$ cat config.mk
export PLATFORM = sky130hd
export DESIGN_NAME = note_player
export DESIGN_NICKNAME = d
export VERILOG_FILES = /design/src/rtl/note_player_pkg.sv /design/src/rtl/byte_fifo.sv /design/src/rtl/note_player.sv
export SDC_FILE = /design/constraint.sdc
export NUM_CORES = 1
export LEC_CHECK = 0
export CAP_MARGIN = 30
export CORE_MARGIN = 10
export CORE_UTILIZATION = 56
export CTS_BUF_LIST = sky130_fd_sc_hd__clkbuf_4
export CTS_CLUSTER_SIZE = 30
export DETAILED_ROUTE_END_ITERATION = 12
export PLACE_DENSITY = 0.78
export SYNTH_ARGS = -nofsm -noshare
export SYNTH_HDL_FRONTEND = slang
export SYNTH_SLANG_ARGS = --single-unit
$ cat constraint.sdc
create_clock -name clk -period 2.9 [get_ports clk]
set_clock_uncertainty 0.1 [all_clocks]
set_input_delay 0.29 -clock clk [delete_from_list [all_inputs] [get_ports clk]]
set_output_delay 0.29 -clock clk [all_outputs]
set_load 0.1 [all_outputs]
$ cat src/rtl/note_player_pkg.sv
// Shared definitions for the note player and the tone generator.
//   player_state_t : FSM state encoding (IDLE / PLAY / GAP)
//   NOTE_SILENCE   : note code meaning "no tone"
//   max_int        : elaboration-time helper for sizing counters
package note_player_pkg;

  typedef enum logic [1:0] {
    IDLE = 2'd0,
    PLAY = 2'd1,
    GAP  = 2'd2
  } player_state_t;

  localparam logic [7:0] NOTE_SILENCE = 8'h00;

  function automatic int max_int(input int a, input int b);
    return (a > b) ? a : b;
  endfunction

endpackage

$ cat src/rtl/byte_fifo.sv
// Byte-wide FIFO with occupancy count.
//   clk, rst_n : clock, asynchronous active-low reset (pointers/count only)
//   push, din  : write strobe and data; ignored while full
//   pop, dout  : read strobe and head-of-queue data; pop ignored while empty
//   count      : occupancy, 0..DEPTH
//   full/empty : occupancy flags derived from count
// dout is a combinational read of the head entry so that the consumer can
// capture the byte in the same cycle it pops it.
module byte_fifo #(
  parameter int DEPTH = 8
) (
  input  logic                     clk,
  input  logic                     rst_n,
  input  logic                     push,
  input  logic                     pop,
  input  logic [7:0]               din,
  output logic [7:0]               dout,
  output logic [$clog2(DEPTH):0]   count,
  output logic                     full,
  output logic                     empty
);

  localparam int AW = $clog2(DEPTH);
  localparam int CW = AW + 1;

  logic [7:0]    mem [DEPTH];
  logic [AW-1:0] wr_ptr;
  logic [AW-1:0] rd_ptr;
  logic [CW-1:0] count_reg;
  logic          push_ok;
  logic          pop_ok;

  assign full    = (count_reg == CW'(DEPTH));
  assign empty   = (count_reg == '0);
  assign push_ok = push && !full;
  assign pop_ok  = pop && !empty;
  assign dout    = mem[rd_ptr];
  assign count   = count_reg;

  // Storage carries no reset; stale entries are never read because the
  // pointers and count are cleared.
  always_ff @(posedge clk) begin
    if (push_ok) begin
      mem[wr_ptr] <= din;
    end
  end

  // Pointers are exactly AW bits wide, so they wrap modulo DEPTH for free.
  always_ff @(posedge clk or negedge rst_n) begin
    if (!rst_n) begin
      wr_ptr    <= '0;
      rd_ptr    <= '0;
      count_reg <= '0;
    end else begin
      if (push_ok) wr_ptr <= wr_ptr + AW'(1);
      if (pop_ok)  rd_ptr <= rd_ptr + AW'(1);
      case ({push_ok, pop_ok})
        2'b10:   count_reg <= count_reg + CW'(1);
        2'b01:   count_reg <= count_reg - CW'(1);
        default: count_reg <= count_reg;
      endcase
    end
  end

endmodule

$ cat src/rtl/note_player.sv
// Queues received note bytes and plays them one at a time: each note is
// held for NOTE_CYCLES, followed by GAP_CYCLES of silence.
//   clk, rst_n   : clock, asynchronous active-low reset
//   in_data      : received byte (note code, 0x00 = rest)
//   in_valid     : one-cycle strobe qualifying in_data
//   note         : note code for the tone generator, 0x00 = silence
//   note_valid   : one-cycle strobe whenever note changes
//   playing      : high while in PLAY or GAP
//   count        : FIFO occupancy
//   overflow     : sticky, set when a byte arrives while the FIFO is full
module note_player
  import note_player_pkg::*;
#(
  parameter int DEPTH       = 8,
  parameter int NOTE_CYCLES = 12500000,
  parameter int GAP_CYCLES  = 1000000
) (
  input  logic                     clk,
  input  logic                     rst_n,
  input  logic [7:0]               in_data,
  input  logic                     in_valid,
  output logic [7:0]               note,
  output logic                     note_valid,
  output logic                     playing,
  output logic [$clog2(DEPTH):0]   count,
  output logic                     overflow
);

  localparam int DUR_MAX = max_int(NOTE_CYCLES, GAP_CYCLES);
  localparam int TW      = (DUR_MAX > 1) ? $clog2(DUR_MAX) : 1;

  player_state_t state_reg, state_next;
  logic [TW-1:0] timer_reg, timer_next;
  logic [7:0]    note_reg, note_next;
  logic          note_valid_reg, note_valid_next;
  logic          overflow_reg;

  logic          fifo_push;
  logic          fifo_pop;
  logic [7:0]    fifo_dout;
  logic          fifo_full;
  logic          fifo_empty;

  // Full is judged on the registered count, so a byte arriving in the same
  // cycle as a pop from a full FIFO is still dropped.
  assign fifo_push = in_valid && !fifo_full;

  byte_fifo #(
    .DEPTH (DEPTH)
  ) u_fifo (
    .clk   (clk),
    .rst_n (rst_n),
    .push  (fifo_push),
    .pop   (fifo_pop),
    .din   (in_data),
    .dout  (fifo_dout),
    .count (count),
    .full  (fifo_full),
    .empty (fifo_empty)
  );

  always_ff @(posedge clk or negedge rst_n) begin
    if (!rst_n) begin
      overflow_reg <= 1'b0;
    end else if (in_valid && fifo_full) begin
      overflow_reg <= 1'b1;
    end
  end

  always_ff @(posedge clk or negedge rst_n) begin
    if (!rst_n) begin
      state_reg      <= IDLE;
      timer_reg      <= '0;
      note_reg       <= NOTE_SILENCE;
      note_valid_reg <= 1'b0;
    end else begin
      state_reg      <= state_next;
      timer_reg      <= timer_next;
      note_reg       <= note_next;
      note_valid_reg <= note_valid_next;
    end
  end

  // The timer restarts at 0 on every state entry; the entry cycle is the
  // note_valid cycle, so it counts as the first cycle of PLAY or GAP.
  always_comb begin
    state_next      = state_reg;
    timer_next      = timer_reg;
    note_next       = note_reg;
    note_valid_next = 1'b0;
    fifo_pop        = 1'b0;
    case (state_reg)
      IDLE: begin
        timer_next = '0;
        if (!fifo_empty) begin
          fifo_pop        = 1'b1;
          note_next       = fifo_dout;
          note_valid_next = 1'b1;
          state_next      = PLAY;
        end
      end
      PLAY: begin
        if (timer_reg == TW'(NOTE_CYCLES - 1)) begin
          timer_next      = '0;
          note_next       = NOTE_SILENCE;
          note_valid_next = 1'b1;
          state_next      = GAP;
        end else begin
          timer_next = timer_reg + TW'(1);
        end
      end
      GAP: begin
        if (timer_reg == TW'(GAP_CYCLES - 1)) begin
          timer_next = '0;
          if (!fifo_empty) begin
            // Chain straight into the next note without an IDLE cycle.
            fifo_pop        = 1'b1;
            note_next       = fifo_dout;
            note_valid_next = 1'b1;
            state_next      = PLAY;
          end else begin
            state_next = IDLE;
          end
        end else begin
          timer_next = timer_reg + TW'(1);
        end
      end
      default: begin
        state_next = IDLE;
        timer_next = '0;
        note_next  = NOTE_SILENCE;
      end
    endcase
  end

  assign note       = note_reg;
  assign note_valid = note_valid_reg;
  assign playing    = (state_reg == PLAY) || (state_reg == GAP);
  assign overflow   = overflow_reg;

endmodule

# Word level (Yosys, flattened, before mapping)
# Memories as Yosys holds them, arrays and structs flattened.
# Cells that the tools add are included.
# Widths: inputs -> output; s select.
totals:
  word_cells: 56
  ramBits: 64
  regBits: 46
  in_bits: 11
  n_memories: 1
classes:
  add_sub_neg: 5
  n_mux: 20
  n_reduce_logical: 12
  eq_ne: 10
mem_list:
  columns: ["memory", "depth", "word_bits", "read_ports", "rd_ports_with_merged_regs", "wr", "line_no", "source"]
  rows:
  - ["u_fifo.mem", 8, 8, 1, 0, 1, "byte_fifo.sv:26", "logic [7:0] mem [DEPTH];"]
op_table:
  columns: ["cell", "n"]
  rows:
  - ["$mux 24", 2]
  - ["$pmux 24 s2", 1]
  - ["$add 24x1->24 const B", 1]
  - ["$eq 24x20->1 const B", 1]
  - ["$eq 24x24->1 const B", 1]
  - ["$mux 8", 3]
  - ["$pmux 8 s3", 1]
  - ["$pmux 4 s2", 1]
  - ["$add 3x1->3 const B", 2]
  - ["$mux 1", 6]
  - ["$mux 2", 3]
  - ["$ne 2x2->1 const B", 3]
  - ["$pmux 2 s3", 1]
  - ["$add 4x1->4 const B", 1]
  - ["$eq 2x1->1 const B", 2]
  - ["$eq 2x2->1 const B", 2]
  - ["$eq 4x4->1 const B", 1]
  - ["$logic_and 1x1->1", 4]
  - ["$logic_not 4->1", 1]
  - ["$sub 4x1->4 const B", 1]
  - ["$pmux 1 s3", 1]
  - ["$reduce_and 3->1", 1]
  - ["$logic_not 1->1", 2]
  - ["$logic_not 2->1", 1]
  - ["other kinds (4)", 4]

# Depth between registers and ports, before layout
logic_depth:
  depth_word: 7
  ltp_mapped: 13
  depth_no_buf: 13

# By module
# Synthesis repeated with hierarchy kept, for this count alone.
hier_totals:
  cells_unflattened: 342
  area_unflattened_um2: 4948.5
modules_own_cells:
  columns: ["module", "area_each_um2", "n_inst", "cells_per_inst", "seq_area_each_um2"]
  rows:
  - ["byte_fifo", 3139.3, 1, 161, 2172.1]
  - ["note_player", 1809.2, 1, 181, 900.9]

# Least setup slack after synthesis
# Ideal clock, no wire load.
synth_path:
  path_kind: "register to register"
  start: "register u_fifo.count_reg[1], in the netlist u_fifo.count[1]"
  end: "register u_fifo.count_reg[2], in the netlist u_fifo.count[2]"
  t_arrival_ns: 2.727
  t_required_ns: 2.636
  stages_incl_launch_ff: 13
  path_slack_ns: -0.092
  path_buffers: 1
  path_cell_list: "dfrtp_1 > clkbuf_1 > nor3_1 > nand2_1 > and2_1 > inv_1 > ha_1 > xor2_1 > ha_1 > a21oi_1 > xor2_1 > nor2_1 > xor2_1"
synth_between:
  elab_chain_cells: 7
  elab_cells_between_ends: 16
  classes_between: "add/sub (2); eq/ne (3); mux (4); reduce/logical (7)"
synth_rtl:
  columns: ["element", "line_no", "source"]
  rows:
  - ["start: declaration", "byte_fifo.sv:29", "logic [CW-1:0] count_reg;"]
  - ["start signal: assignment", "byte_fifo.sv:58", "2'b10: count_reg <= count_reg + CW'(1);"]
  - ["start signal: assignment", "byte_fifo.sv:59", "2'b01: count_reg <= count_reg - CW'(1);"]
  - ["start signal: assignment", "byte_fifo.sv:60", "default: count_reg <= count_reg;"]
  - ["$logic_not 4->1", "byte_fifo.sv:34", "assign empty = (count_reg == '0);"]
  - ["$mux 1", "note_player.sv:95, note_player.sv:115", null]
  - ["$mux 1", "note_player.sv:113", "if (timer_reg == TW'(GAP_CYCLES - 1)) begin"]
  - ["$pmux 1 s2", "note_player.sv:92", "case (state_reg)"]
  - ["$logic_and 1x1->1", "byte_fifo.sv:36", "assign pop_ok = pop && !empty;"]
  - ["$eq 2x1->1 or $eq 2x2->1 (tied branches)", "byte_fifo.sv:57", "case ({push_ok, pop_ok})"]
  - ["$pmux 4 s2 or $reduce_bool 2->1 (tied branches)", null, null]
# Parallel ways exist; a longest one is shown, timed or not.
# A chain may end at the register's enable or synchronous reset.

# Final worst setup path
layout_path:
  start: "register timer_reg[6]"
  end: "register u_fifo.count_reg[2], in the netlist u_fifo.count[2]"
layout_between:
  elab_chain_cells: 6
  elab_cells_between_ends: 8
  classes_between: "eq/ne (3); mux (3); reduce/logical (2)"
layout_rtl:
  columns: ["element", "line_no", "source"]
  rows:
  - ["start: declaration", "note_player.sv:33", "logic [TW-1:0] timer_reg, timer_next;"]
  - ["start signal: assignment", "note_player.sv:78", "timer_reg <= timer_next;"]
  - ["$eq 24x20->1 (*)", "note_player.sv:113", null]
  - ["$mux 1 (*)", "note_player.sv:113", null]
  - ["$pmux 1 s2 (*)", "note_player.sv:92", null]
  - ["$logic_and 1x1->1 (*)", "byte_fifo.sv:36", null]
  - ["net u_fifo.pop_ok", "byte_fifo.sv:31", "logic pop_ok;"]
  - ["$eq 2x1->1 or $eq 2x2->1 (tied branches)", "byte_fifo.sv:57", null]
  - ["$pmux 4 s2 or $reduce_bool 2->1 (tied branches)", null, null]
# The timed path passes the listed nets; every way through them passes the cells marked *.

==> results.md <==
* Run status: finished clean
* Die Outline Area at 0.0128 mm^2
* Critical path start-end classification: flip-flop to flip-flop
* Worst EP required at 3.22 ns
* Final setup violation count at 0
* Worst reg2reg startpoint: timer_reg[6]
* Maximum number of pins on one net before global-route repair at 25
* Top FF cell, synth: edfxtp_1
* Launching element of the worst setup path: timer_reg[6]
* Layout cell share with drive strength beyond 1 at 23.6%
* Total track usage at 14.3%
* Pwr dens at 965 mW/mm^2
* Count of clock tree sinks at 110
* Max-slew violation count at 0
* Post-synth net total at 361
* Dominant cell type by count on the critical path: xor2_1
* Final RePlAce weighted congestion at 0.864
* Finished Cell Area at 0.00548 mm^2
* Hold Path Class: primary input to asynchronous set/reset pin
* Chip Height at 113 um
* Hold Fails Final Rpt at 0
* Post-synthesis cell area at 0.00484 mm^2
* Startpoint class of the critical path: flip-flop
* Detail-routed via count per cell at 5.70
* Final layout net count at 406
* Final worst path period share at 95.8%
* Kind of capture point of the worst setup path: flip-flop
* Placement Setup Slack at 0.0598 ns
* Root Buffer: clkbuf_4
* Master of the slowest instance on the critical path: or4_4
* Maximum frequency from static timing analysis at 360 MHz
* Count of input and output buffers at 25
* Maximum cell stage delay along the critical path at 0.58 ns
* Clock-pin slew reported for the worst setup and hold paths after clock tree synthesis at 0.19 ns
* Cell taking the most area after synthesis: edfxtp_1
* Flip-flop count of the largest register after layout at 64
* Biggest fanout along the worst timing path at 4
* Via count at 2820
* Series of cell instances along the critical path: or4_4, nor3_4, and3_4, o21ai_2, inv_2, ha_4, xor2_1, ha_2, a21oi_2, xor2_1, nor2_1, xor2_1
* Synth area leaders: edfxtp_1 (40%), dfrtp_1 (24%), mux4_2 (7.4%)
* Maximum level of the CTS H-tree at 3
* Post-DRT Antenna Nets at 0
* Slack of the critical path at 0.123 ns
* Post-synthesis cell type count at 47
* Transition time of the tightest slew-check pin at 0.815 ns
* Top-count cell post-synth: edfxtp_1
* Shortest period the worst path allows at 2.78 ns
* Average cell area after synthesis at 14.2 um^2
* Source-to-sink clock delay at the later pin of the worst-skew pair at 0.48 ns
* Total number of placement rows at 33
* Number of antenna violations at the first check in global routing at 0
* Fraction of registers with async set or reset after synthesis at 41.8%
* Total global routing overflow at 0
* Sequential cell area fraction in the yosys report at 63.4%
* Fill count at 603
* Final core occ at 66.1%
* Synth-to-layout area growth at 13.2%
* Drt first-iter violations at 171
* Vias in the first global route at 2845
* P_leak at 2.09 nW
* Die width at 113 um
* Top-level I/O count at 26
* First-pass GRT wire length at 14.7 mm
* Area share of the largest cell type after synthesis at 39.7%
* Maximum clock path buffer count at 2
* Top cells by count, synth: edfxtp_1 (64), nor2_1 (48), dfrtp_1 (46), nand2_1 (20), xnor2_1 (17)
* EDFF count, synth at 64
* Starting density of the core at 58.4%
* Placed inst area at 0.00524 mm^2
* Max_slew headroom at 45.2%
* Antenna cells at 0
* Yosys warnings at 0
* Synthesized instance count at 340
* Core outline area at 0.00830 mm^2
* TritonCTS clock tree: yes
* Detailed Route WL at 8.83 mm
* Total DRC errors in the routed layout at 0
* MaxCap Viol Count at 0
* Avg WL per Cell at 17.8 um
* Post-DP HPWL at 6.15 mm
* Count of TritonRoute iterations in the first routing pass at 4
* Arrival time worst endpoint at 3.10 ns
* Cts bufs inserted at 9
* Worst hold slack across all endpoints at 0.136 ns
* Flip-flop and latch count after synthesis at 110
* Worst IR Drop VDD at 0.000823 V
repair_timing:
action | in CTS | in global routing
hold endpoints to repair | 44 | 0
buffers inserted | 0 | 3
resized for setup | 0 | 9
hold buffers | 1 | 0
setup endpoints to repair | 0 | 3
critical path: cells and delay by family, from the launching register on:
kind	cells	cell delay, ns
XOR/XNOR	3	0.45
adder cells (fa/ha/maj)	2	0.34
flip-flops	1	0.45
AO/OA/AOI/OAI	2	0.11
buffers and inverters	1	0.10
AND/OR/NAND/NOR	4	1.17
power by group:
group          internal (mW)  switching, mW  total (mW)
Sequential              1.95          0.258        2.21
Clock                  0.226          0.576       0.801
Combinational          0.845           1.44        2.28
Total                   3.02           2.27        5.29
logic make-up after synthesis:
| group | count (synthesis) | share of synthesized area (%) |
|---|---|---|
| flip-flops | 110 | 63.4 |
| adder cells (fa/ha/maj) | 10 | 2.58 |
| multiplexers | 34 | 11.4 |
| XOR/XNOR | 30 | 5.42 |
| buffers and inverters | 17 | 1.68 |
| AND/OR/NAND/NOR | 123 | 12.9 |
| AO/OA/AOI/OAI | 16 | 2.53 |
cell usage in the layout (no fill, tap or decap), types with 10 or more instances in the layout:
master    instances
buf_4            33
xor2_1           13
nand2_1          20
dfrtp_1          45
nor2_1           48
edfxtp_1         64
nor3_1           11
mux2_2           10
mux4_2           16
xnor2_1          17
metal layers:
metal	track usage [%]	vias to the layer above	part of all wire (%)
met5	0	-	0
met4	4.65	0	1.2
met3	3.91	9	5.1
met2	21.5	74	47
met1	19.8	1396	47
li1	-	1341	-
area by class of cell:
| type | count | area (um^2) | share of cell area, % |
|---|---|---|---|
| clock inverters | 7 | 101 | 1.85 |
| inverters | 7 | 26.3 | 0.479 |
| flip-flops and latches | 110 | 3070 | 56.1 |
| multi-input cells | 213 | 1730 | 31.6 |
| repair buffers | 44 | 353 | 6.43 |
| clock buffers | 9 | 67.6 | 1.23 |
| well taps | 105 | 131 | 2.40 |
final timing paths:
path / endpoint / slack (ns) / cells after the start
max: u_fifo.count[2] / 0.12 / 12
min reg2reg: overflow / 0.41 / 1
min in group clk: overflow / 0.35 / 2
min: timer_reg[9] / 0.14 / 2
max reg2reg: u_fifo.count[2] / 0.12 / 12
max in group asynchronous: u_fifo.wr_ptr[2] / 1.98 / 3
stage by stage:
step / std cells / power (mW) / TNS, ns
after floorplan: 340 / 3.98 / 0
after global placement: 475 / 4.47 / 0
after detailed placement: 475 / 4.53 / 0
after CTS: 492 / 5.33 / 0
after global routing: 495 / 5.60 / -0.00114
final: 495 / 5.29 / 0
No activity file was read; power rests on OpenSTA's default activity.
